<file path="src/rtl/sma_mac_accum_if.sv">
// rtl/sma_mac_accum_if.sv - product input / packet-sum output handshake bundle for sma_mac_accum
//
// Purpose: groups the valid/ready product stream and the held-result
// valid/ready channel of the MAC accumulator.
// Ports (signals):
//   in_valid, in_ready, in_prod[7:0] (signed), in_last    product stream
//   out_valid, out_ready, out_acc[ACC_W-1:0] (signed),
//   out_count[CNT_W-1:0], out_ovf                         packet result
// Modports: master (producer/consumer side), slave (accumulator side).

interface sma_mac_accum_if #(
  parameter int ACC_W     = 16,
  parameter int MAX_TERMS = 16
);
  localparam int CNT_W = $clog2(MAX_TERMS + 1);

  logic                    in_valid;
  logic                    in_ready;
  logic signed [7:0]       in_prod;
  logic                    in_last;
  logic                    out_valid;
  logic                    out_ready;
  logic signed [ACC_W-1:0] out_acc;
  logic [CNT_W-1:0]        out_count;
  logic                    out_ovf;

  modport master (
    output in_valid, in_prod, in_last, out_ready,
    input  in_ready, out_valid, out_acc, out_count, out_ovf
  );

  modport slave (
    input  in_valid, in_prod, in_last, out_ready,
    output in_ready, out_valid, out_acc, out_count, out_ovf
  );
endinterface

</file>
<file path="src/rtl/sma_mac_accum.sv">
// rtl/sma_mac_accum.sv - signed packet accumulator for 8-bit multiplier products
//
// Purpose: sums sign-extended 8-bit products into an ACC_W-bit signed
// accumulator; a packet closes on in_last or after MAX_TERMS products and
// its sum is held on a valid/ready output until taken.
// Ports:
//   clk    rising-edge clock
//   rst_n  synchronous active-low reset
//   clr    synchronous clear, drops partial packet or held result
//   bus    sma_mac_accum_if.slave (product stream in, packet result out)
// Configuration macro: SMA_ACC_SAT_EN - saturate on overflow instead of wrapping.

module sma_mac_accum #(
  parameter int ACC_W     = 16,
  parameter int MAX_TERMS = 16
) (
  input logic              clk,
  input logic              rst_n,
  input logic              clr,
  sma_mac_accum_if.slave   bus
);
  localparam int CNT_W = $clog2(MAX_TERMS + 1);

  typedef enum logic {
    ST_ACC  = 1'b0,
    ST_DONE = 1'b1
  } state_t;

  state_t                  state_q, state_d;
  logic signed [ACC_W-1:0] acc_q, acc_d;
  logic [CNT_W-1:0]        count_q, count_d;
  logic                    ovf_q, ovf_d;

  logic                    in_ready;
  logic                    xfer;
  logic                    close;
  logic signed [ACC_W:0]   sum_ext;
  logic                    add_ovf;
  logic signed [ACC_W-1:0] add_res;

  assign in_ready = (state_q == ST_ACC) && !clr && rst_n;
  assign xfer     = bus.in_valid && in_ready;
  assign close    = bus.in_last || (count_q == CNT_W'(MAX_TERMS - 1));

  // One guard bit above the accumulator: the top two bits disagree exactly
  // when the true sum does not fit in ACC_W bits.
  assign sum_ext = {acc_q[ACC_W-1], acc_q} + {{(ACC_W - 7){bus.in_prod[7]}}, bus.in_prod};
  assign add_ovf = sum_ext[ACC_W] ^ sum_ext[ACC_W-1];

`ifdef SMA_ACC_SAT_EN
  // Guard bit carries the true sign of the sum, selecting the clamp rail.
  assign add_res = !add_ovf ? sum_ext[ACC_W-1:0] :
                   sum_ext[ACC_W] ? {1'b1, {(ACC_W-1){1'b0}}} : {1'b0, {(ACC_W-1){1'b1}}};
`else
  assign add_res = sum_ext[ACC_W-1:0];
`endif

  always_ff @(posedge clk) begin
    if (!rst_n) begin
      state_q <= ST_ACC;
      acc_q   <= '0;
      count_q <= '0;
      ovf_q   <= 1'b0;
    end else begin
      state_q <= state_d;
      acc_q   <= acc_d;
      count_q <= count_d;
      ovf_q   <= ovf_d;
    end
  end

  always_comb begin
    state_d = state_q;
    acc_d   = acc_q;
    count_d = count_q;
    ovf_d   = ovf_q;
    if (clr) begin
      // clr wins over out_ready: a held result is dropped, not delivered.
      state_d = ST_ACC;
      acc_d   = '0;
      count_d = '0;
      ovf_d   = 1'b0;
    end else begin
      case (state_q)
        ST_ACC: begin
          if (xfer) begin
            acc_d   = add_res;
            count_d = count_q + 1'b1;
            ovf_d   = ovf_q | add_ovf;
            if (close) state_d = ST_DONE;
          end
        end
        ST_DONE: begin
          if (bus.out_ready) begin
            state_d = ST_ACC;
            acc_d   = '0;
            count_d = '0;
            ovf_d   = 1'b0;
          end
        end
        default: state_d = ST_ACC;
      endcase
    end
  end

  // Result outputs are the accumulator registers themselves; they are
  // frozen in DONE because nothing but the handshake or clr changes them.
  assign bus.in_ready  = in_ready;
  assign bus.out_valid = (state_q == ST_DONE);
  assign bus.out_acc   = acc_q;
  assign bus.out_count = count_q;
  assign bus.out_ovf   = ovf_q;
endmodule

</file>
<file path="src/flat_wrapper.sv">
// flat-port wrapper written by rule: the top's interface ports become plain ports
module sma_mac_accum_flat 
#(
  parameter int ACC_W     = 16,
  parameter int MAX_TERMS = 16
)
  (clk, rst_n, clr, bus_in_valid, bus_in_prod, bus_in_last, bus_out_ready, bus_in_ready, bus_out_valid, bus_out_acc, bus_out_count, bus_out_ovf);
  sma_mac_accum_if #(.ACC_W(ACC_W), .MAX_TERMS(MAX_TERMS)) bus_i ();
  input logic clk;
  input logic rst_n;
  input logic clr;
  input wire logic [$bits(bus_i.in_valid)-1:0] bus_in_valid;
  input wire logic [$bits(bus_i.in_prod)-1:0] bus_in_prod;
  input wire logic [$bits(bus_i.in_last)-1:0] bus_in_last;
  input wire logic [$bits(bus_i.out_ready)-1:0] bus_out_ready;
  output wire logic [$bits(bus_i.in_ready)-1:0] bus_in_ready;
  output wire logic [$bits(bus_i.out_valid)-1:0] bus_out_valid;
  output wire logic [$bits(bus_i.out_acc)-1:0] bus_out_acc;
  output wire logic [$bits(bus_i.out_count)-1:0] bus_out_count;
  output wire logic [$bits(bus_i.out_ovf)-1:0] bus_out_ovf;
  assign bus_i.in_valid = bus_in_valid;
  assign bus_i.in_prod = bus_in_prod;
  assign bus_i.in_last = bus_in_last;
  assign bus_i.out_ready = bus_out_ready;
  assign bus_in_ready = bus_i.in_ready;
  assign bus_out_valid = bus_i.out_valid;
  assign bus_out_acc = bus_i.out_acc;
  assign bus_out_count = bus_i.out_count;
  assign bus_out_ovf = bus_i.out_ovf;
  sma_mac_accum #(.ACC_W(ACC_W), .MAX_TERMS(MAX_TERMS)) u_core (.clk(clk), .rst_n(rst_n), .clr(clr), .bus(bus_i));
endmodule
</file>
<file path="config.mk">
export PLATFORM = sky130hd
export DESIGN_NAME = sma_mac_accum_flat
export DESIGN_NICKNAME = d
export VERILOG_FILES = /design/src/rtl/sma_mac_accum_if.sv /design/src/rtl/sma_mac_accum.sv /design/src/flat_wrapper.sv
export SDC_FILE = /design/constraint.sdc
export NUM_CORES = 1
export LEC_CHECK = 0
export BUFFER_PORTS_ARGS = -buffer_cell sky130_fd_sc_hd__buf_2
export CAP_MARGIN = 30
export CORE_UTILIZATION = 49
export CTS_CLUSTER_DIAMETER = 120
export DETAILED_ROUTE_END_ITERATION = 16
export PLACE_DENSITY = 0.75
export REMOVE_ABC_BUFFERS = 1
export SLEW_MARGIN = 25
export SYNTH_ARGS = -nofsm -noshare
export SYNTH_HDL_FRONTEND = slang
export SYNTH_SLANG_ARGS = --single-unit
</file>
<file path="constraint.sdc">
create_clock -name clk -period 2.3 [get_ports clk]
set_input_delay 0.115 -clock clk [delete_from_list [all_inputs] [get_ports clk]]
set_output_delay 0.115 -clock clk [all_outputs]
set_load 0.02 [all_outputs]
</file>
=== Yosys cells after proc, flatten, opt, wreduce, memory -nomap -nowiden ===
Index checks and enable logic that the tools add are counted.

* Latch bits: 0
* Output and inout port bits: 24
* Bits of input ports: 14
* Memories kept: 0
* Word-level logic and storage cells: 33
* Bits in read-only memories: 0
* Memory bits (writable): 0
* Register bits: 23

* $mul: 0
* Order comparisons: 0
* Equality and inequality tests: 3
* Reduce and logical (&&, ||, !) cells: 7
* Shifts and indexed selects: 0
* Add/subtract/negate cells: 2
* Bitwise gates (word level): 4
* Div/mod/pow operators: 0
* Multiplexer cells: 13

{| class="wikitable"
|+ Operators with widths
! operator !! number
|-
| $mux 16 || 2
|-
| $pmux 16 s2 || 1
|-
| $add 16x8->17 || 1
|-
| $mux 5 || 2
|-
| $pmux 5 s2 || 1
|-
| $add 5x1->5 const B || 1
|-
| $eq 5x4->1 const B || 1
|-
| $mux 1 || 5
|-
| $pmux 1 s2 || 2
|-
| $logic_and 1x1->1 || 3
|-
| $ne 2x1->1 const B || 1
|-
| $ne 2x2->1 const B || 1
|-
| $not 1->1 || 2
|-
| $reduce_and 2->1 || 1
|-
| $reduce_or 2->1 || 1
|-
| $logic_not 1->1 || 1
|-
| $logic_or 1x1->1 || 1
|-
| $or 1x1->1 || 1
|-
| $xor 1x1->1 || 1
|}

=== Depth between registers and ports, before layout ===
* Depth in word-level cells: 6
* Mapped depth: 8
* Mapped depth without buffers: 8

=== Least setup slack after synthesis ===
No wires, ideal clock.

* Path kind: reg2reg
* From: register u_core.acc_q[0], in the netlist u_core.bus.out_acc[0]
* To: register u_core.acc_q[12], in the netlist u_core.bus.out_acc[12]
* Data required time: 2.183 ns
* Period minus slack after synthesis: 2.237 ns
* Buffers on the path: 0
* Library setup time: 0.117 ns
* Cell stages (with the launch flop): 9
* Arrival: 2.120 ns
* Path slack: 0.063 ns
* Path through: dfxtp_1 > ha_1 > fa_1 > a211oi_2 > nor3_2 > o41ai_4 > a21oi_2 > xor2_1 > a22o_1

* Word-level cells in the longest chain between the ends: 3

{| class="wikitable"
|+ RTL lines
! item !! RTL line !! RTL
|-
| from (decl) || sma_mac_accum.sv:30 || <nowiki>logic signed [ACC_W-1:0] acc_q, acc_d;</nowiki>
|-
| from (signal assigned) || sma_mac_accum.sv:61 || <nowiki>acc_q <= '0;</nowiki>
|-
| from (signal assigned) || sma_mac_accum.sv:66 || <nowiki>acc_q <= acc_d;</nowiki>
|-
| $add 16x8->17 || sma_mac_accum.sv:47 || <nowiki>assign sum_ext = {acc_q[ACC_W-1], acc_q} + {{(ACC_W - 7){bus.in_prod[7]}}, bus.in_prod};</nowiki>
|-
| $mux 16 || sma_mac_accum.sv:86 || <nowiki>if (xfer) begin</nowiki>
|-
| $pmux 16 s2 || sma_mac_accum.sv:84 || <nowiki>case (state_q)</nowiki>
|}

No other way between the ends. The select of a mux whose other input is x is not followed.
A chain may end at the register's enable or synchronous reset.

=== Worst setup path after layout ===
* From: register u_core.acc_q[0], in the netlist u_core.bus.out_acc[0]
* To: register u_core.ovf_q, in the netlist u_core.bus.out_ovf

* Word-level cells in the longest chain between the ends: 5

{| class="wikitable"
|+ RTL lines
! item !! RTL line !! RTL
|-
| $add 16x8->17 || sma_mac_accum.sv:47 ||
|-
| $xor 1x1->1 || sma_mac_accum.sv:48 || <nowiki>assign add_ovf = sum_ext[ACC_W] ^ sum_ext[ACC_W-1];</nowiki>
|-
| $or 1x1->1 || sma_mac_accum.sv:89 || <nowiki>ovf_d = ovf_q | add_ovf;</nowiki>
|-
| $mux 1 || sma_mac_accum.sv:86 ||
|-
| $pmux 1 s2 || sma_mac_accum.sv:84 ||
|-
| to (signal assigned) || sma_mac_accum.sv:68 || <nowiki>ovf_q <= ovf_d;</nowiki>
|-
| to (decl) || sma_mac_accum.sv:32 || <nowiki>logic ovf_q, ovf_d;</nowiki>
|}

No other way between the ends. The select of a mux whose other input is x is not followed.

==> flow_summary_export.csv <==
group,metric,value,unit
synthesis,synthArstFlopShare,0,%
drt,ant_nets,0,
placement,gp_congestion,0.813,
synthesis,synth_top_area_share,26.7,%
final_layout,layout.nets,281,
setup_path,r2r-end,"u_core.bus.out_ovf",
synthesis,yosys_most_used_dff,"dfxtp_1",
status,status,"finished clean",
die,rows,21,
drt,remaining_drc_errors,0,
drt,vias_per_cell,5.67,
power_and_ir_drop,peakVddDrop,0.188,mV
grt,grt_pass1_wl,5.97,mm
sta,fin_worst_skew,0.00813,ns
placement,post_dp_cell_area,1980,sq um
setup_path,reg2reg_slack,0.10,ns
min_path,hp-class,"input port to flip-flop",
grt,grt_antenna_before_repair,0,
cts,clock_sinks,23,
job,drv_cap,0,
drt,wl_per_cell,13.8,um
cts,cts_tree,"done",
cts,cts.clk_slew.worst_paths,0.13,ns
final_layout,fin_cells,293,
die,die_w,61.3,um
die,io_pins,38,
min_path,worstHoldStart,"bus_in_last",
setup_path,r2r_start,"u_core.bus.out_acc[0]",
grt,grt.total_usage,21.5,%
die,core-area,3360,sq um
synthesis,yosysWarningCount,0,
synthesis,synthCells,208,
cts,root_buffer,"clkbuf_4",
cts,clock_latency,0.32,ns
synthesis,synth-seq-cells,23,
drt,drt_wl_total,4.05,mm
placement,dp_hpwl,3.07,mm
grt,overflow,0,
final_layout,final_cell_mix,"buf_2, dfxtp_1, nor2_1, a21oi_1, ha_1",
synthesis,netlist-cell-type-count,48,
grt,grt_max_degree,17,
synthesis,synth_area,1720,sq um
final_layout,stdcell_area,2010,sq um
sta,tns,0,ns
final_layout,diodes,0,
final_layout,fillerInstances,313,
sta,max_slew_margin,61.1,%
sta,finalHoldViolCount,0,
setup_path,cp_data_required_time,2.50,ns
cts,clockBufferDepth,2,
sta,post-route-period-util,95.6,%
placement,io_buffer_count,37,
die,fp.dieArea,3760,sq um
placement,placed_cells,289,
power_and_ir_drop,powerDensity,414,nW/um^2
final_layout,drive_gt1_share,23.1,%
power_and_ir_drop,p_leak,0.918,nW
sta,finalSetupViolCount,0,
setup_path,critPathCaptureType,"flip-flop",
die,die_y,61.3,um
setup_path,critical_path.max_fanout,4,
sta,grt_setup_unrepaired,"no",
final_layout,areaGrowthSynthToFinish,16.4,%
synthesis,synth-edff-count,0,
grt,grt_pass1_vias,1409,
synthesis,syn_area_per_cell,8.28,sq um
cts,cts_buffers,3,
setup_path,critPathArrivalTime,2.40,ns
drt,first_pass_iters,4,
sta,period_minus_slack,2.20,ns
min_path,hold-path-endpoint,"u_core.bus.out_valid",
setup_path,worst-setup-path-type,"flip-flop to flip-flop",
sta,tightestPinTransition,0.577,ns
min_path,hold_path_depth,3,
setup_path,r2r_cells,8,
die,start_util,51.2,%
synthesis,seq_area_frac_synth,26.7,%
sta,slew_viol_final,0,
setup_path,start_kind,"flip-flop",
cts,ctsHoldBuffers,0,
sta,fmax,455,MHz
drt,num_vias,1660,
final_layout,final_common_cell,"buf_2",
synthesis,netlist_top_cells_area,"dfxtp_1, ha_1, a21oi_1",
synthesis,yosys.area.top_type,"dfxtp_1",
drt,drt_iter0_markers,65,
cts,h-tree-depth,1,
## sequential cells by signal, indices dropped and copies added (netlist names)
signal,cells
u_core.bus.out_valid,1
u_core.bus.out_ovf,1
u_core.bus.out_acc,16
u_core.bus.out_count,5
## power breakdown
group / switching (mW) / leakage, nW / internal (mW)
sequential: 0.0111 / 0.186 / 0.410
clock: 0.123 / 0.0150 / 0.0678
combinational: 0.128 / 0.717 / 0.0905
## critical path, cell delays in order (launching register included)
cell and delay [ns]:
dfxtp_1 0.34, ha_1 0.24, fa_2 0.36, a211oi_2 0.25, nor3_2 0.10, o41ai_4 0.38
o211ai_1 0.18, xnor2_1 0.16, o21ai_1 0.08
## timing repair
action / 4_1_cts / 5_1_grt
gates resized for setup: 0 / 2
endpoints found under the setup margin: 2 / 4
pin swaps: 1 / 0
buffers inserted: 0 / 0
## metrics by stage
step	total power, mW	hold slack, ns	utilization (%)	setup slack, ns
finish	0.831	0.114	59.6	0.101
global route	0.883	0.141	59.6	0.00455
CTS	0.839	0.108	59.6	0.0645
detailed placement	0.647	0.445	58.8	0.0240
global placement	0.644	0.439	58.8	0.0961
floorplan	0.579	0.320	-	0.0633
## worst max path at each step
stage | start | endpoint | depth (start not counted)
2_1_floorplan | u_core.bus.out_acc[0] | u_core.bus.out_acc[12] | 8
6_report | u_core.bus.out_acc[0] | u_core.bus.out_ovf | 8
3_3_place_gp | u_core.bus.out_acc[0] | u_core.bus.out_acc[12] | 8
5_1_grt | u_core.bus.out_acc[0] | u_core.bus.out_ovf | 8
4_1_cts | u_core.bus.out_acc[0] | u_core.bus.out_ovf | 8
3_5_place_dp | u_core.bus.out_acc[0] | u_core.bus.out_acc[12] | 8
## synthesized netlist by cell type (all sizes together) (4+ instances only)
cell,number
dfxtp,23
a21oi,22
nor2,22
ha,18
nand2,16
o21ai,16
xnor2,9
a22oi,8
buf,7
a211oi,5
nand3,5
a21o,4
nand2b,4
nor3,4
## logic make-up (layout without fill, tap and decap cells)
kind of cell | count (synthesis) | in the layout | share of synthesized area (%)
buffers and inverters | 12 | 51 | 3.05
and+or+nand+nor | 67 | 67 | 19.2
AOI/OAI and AO/OA | 73 | 73 | 29.6
xor gates and xnor gates | 12 | 12 | 6.10
DFF | 23 | 23 | 26.7
muxes | 2 | 2 | 1.16
adders and majority gates | 19 | 19 | 14.2
## per-layer routing
metal / part of all wire (%) / track usage [%] / wire, um
met5: 0 / 0 / 0
met4: 1.4 / 8.12 / 58
met3: 4.0 / 2.73 / 162
met2: 46 / 37.7 / 1880
met1: 48 / 26.7 / 1950
## final cells by class
type / instances / area, sq um / share of cell area, %
multi-input combinational: 173 / 1210 / 60.4
sequential: 23 / 460 / 23.0
timing repair buffer: 44 / 238 / 11.9
tap: 46 / 57.6 / 2.87
clock buffer: 4 / 26.3 / 1.31
inverter: 3 / 11.3 / 0.561
Note: power is estimated with default switching activity, not from simulation.
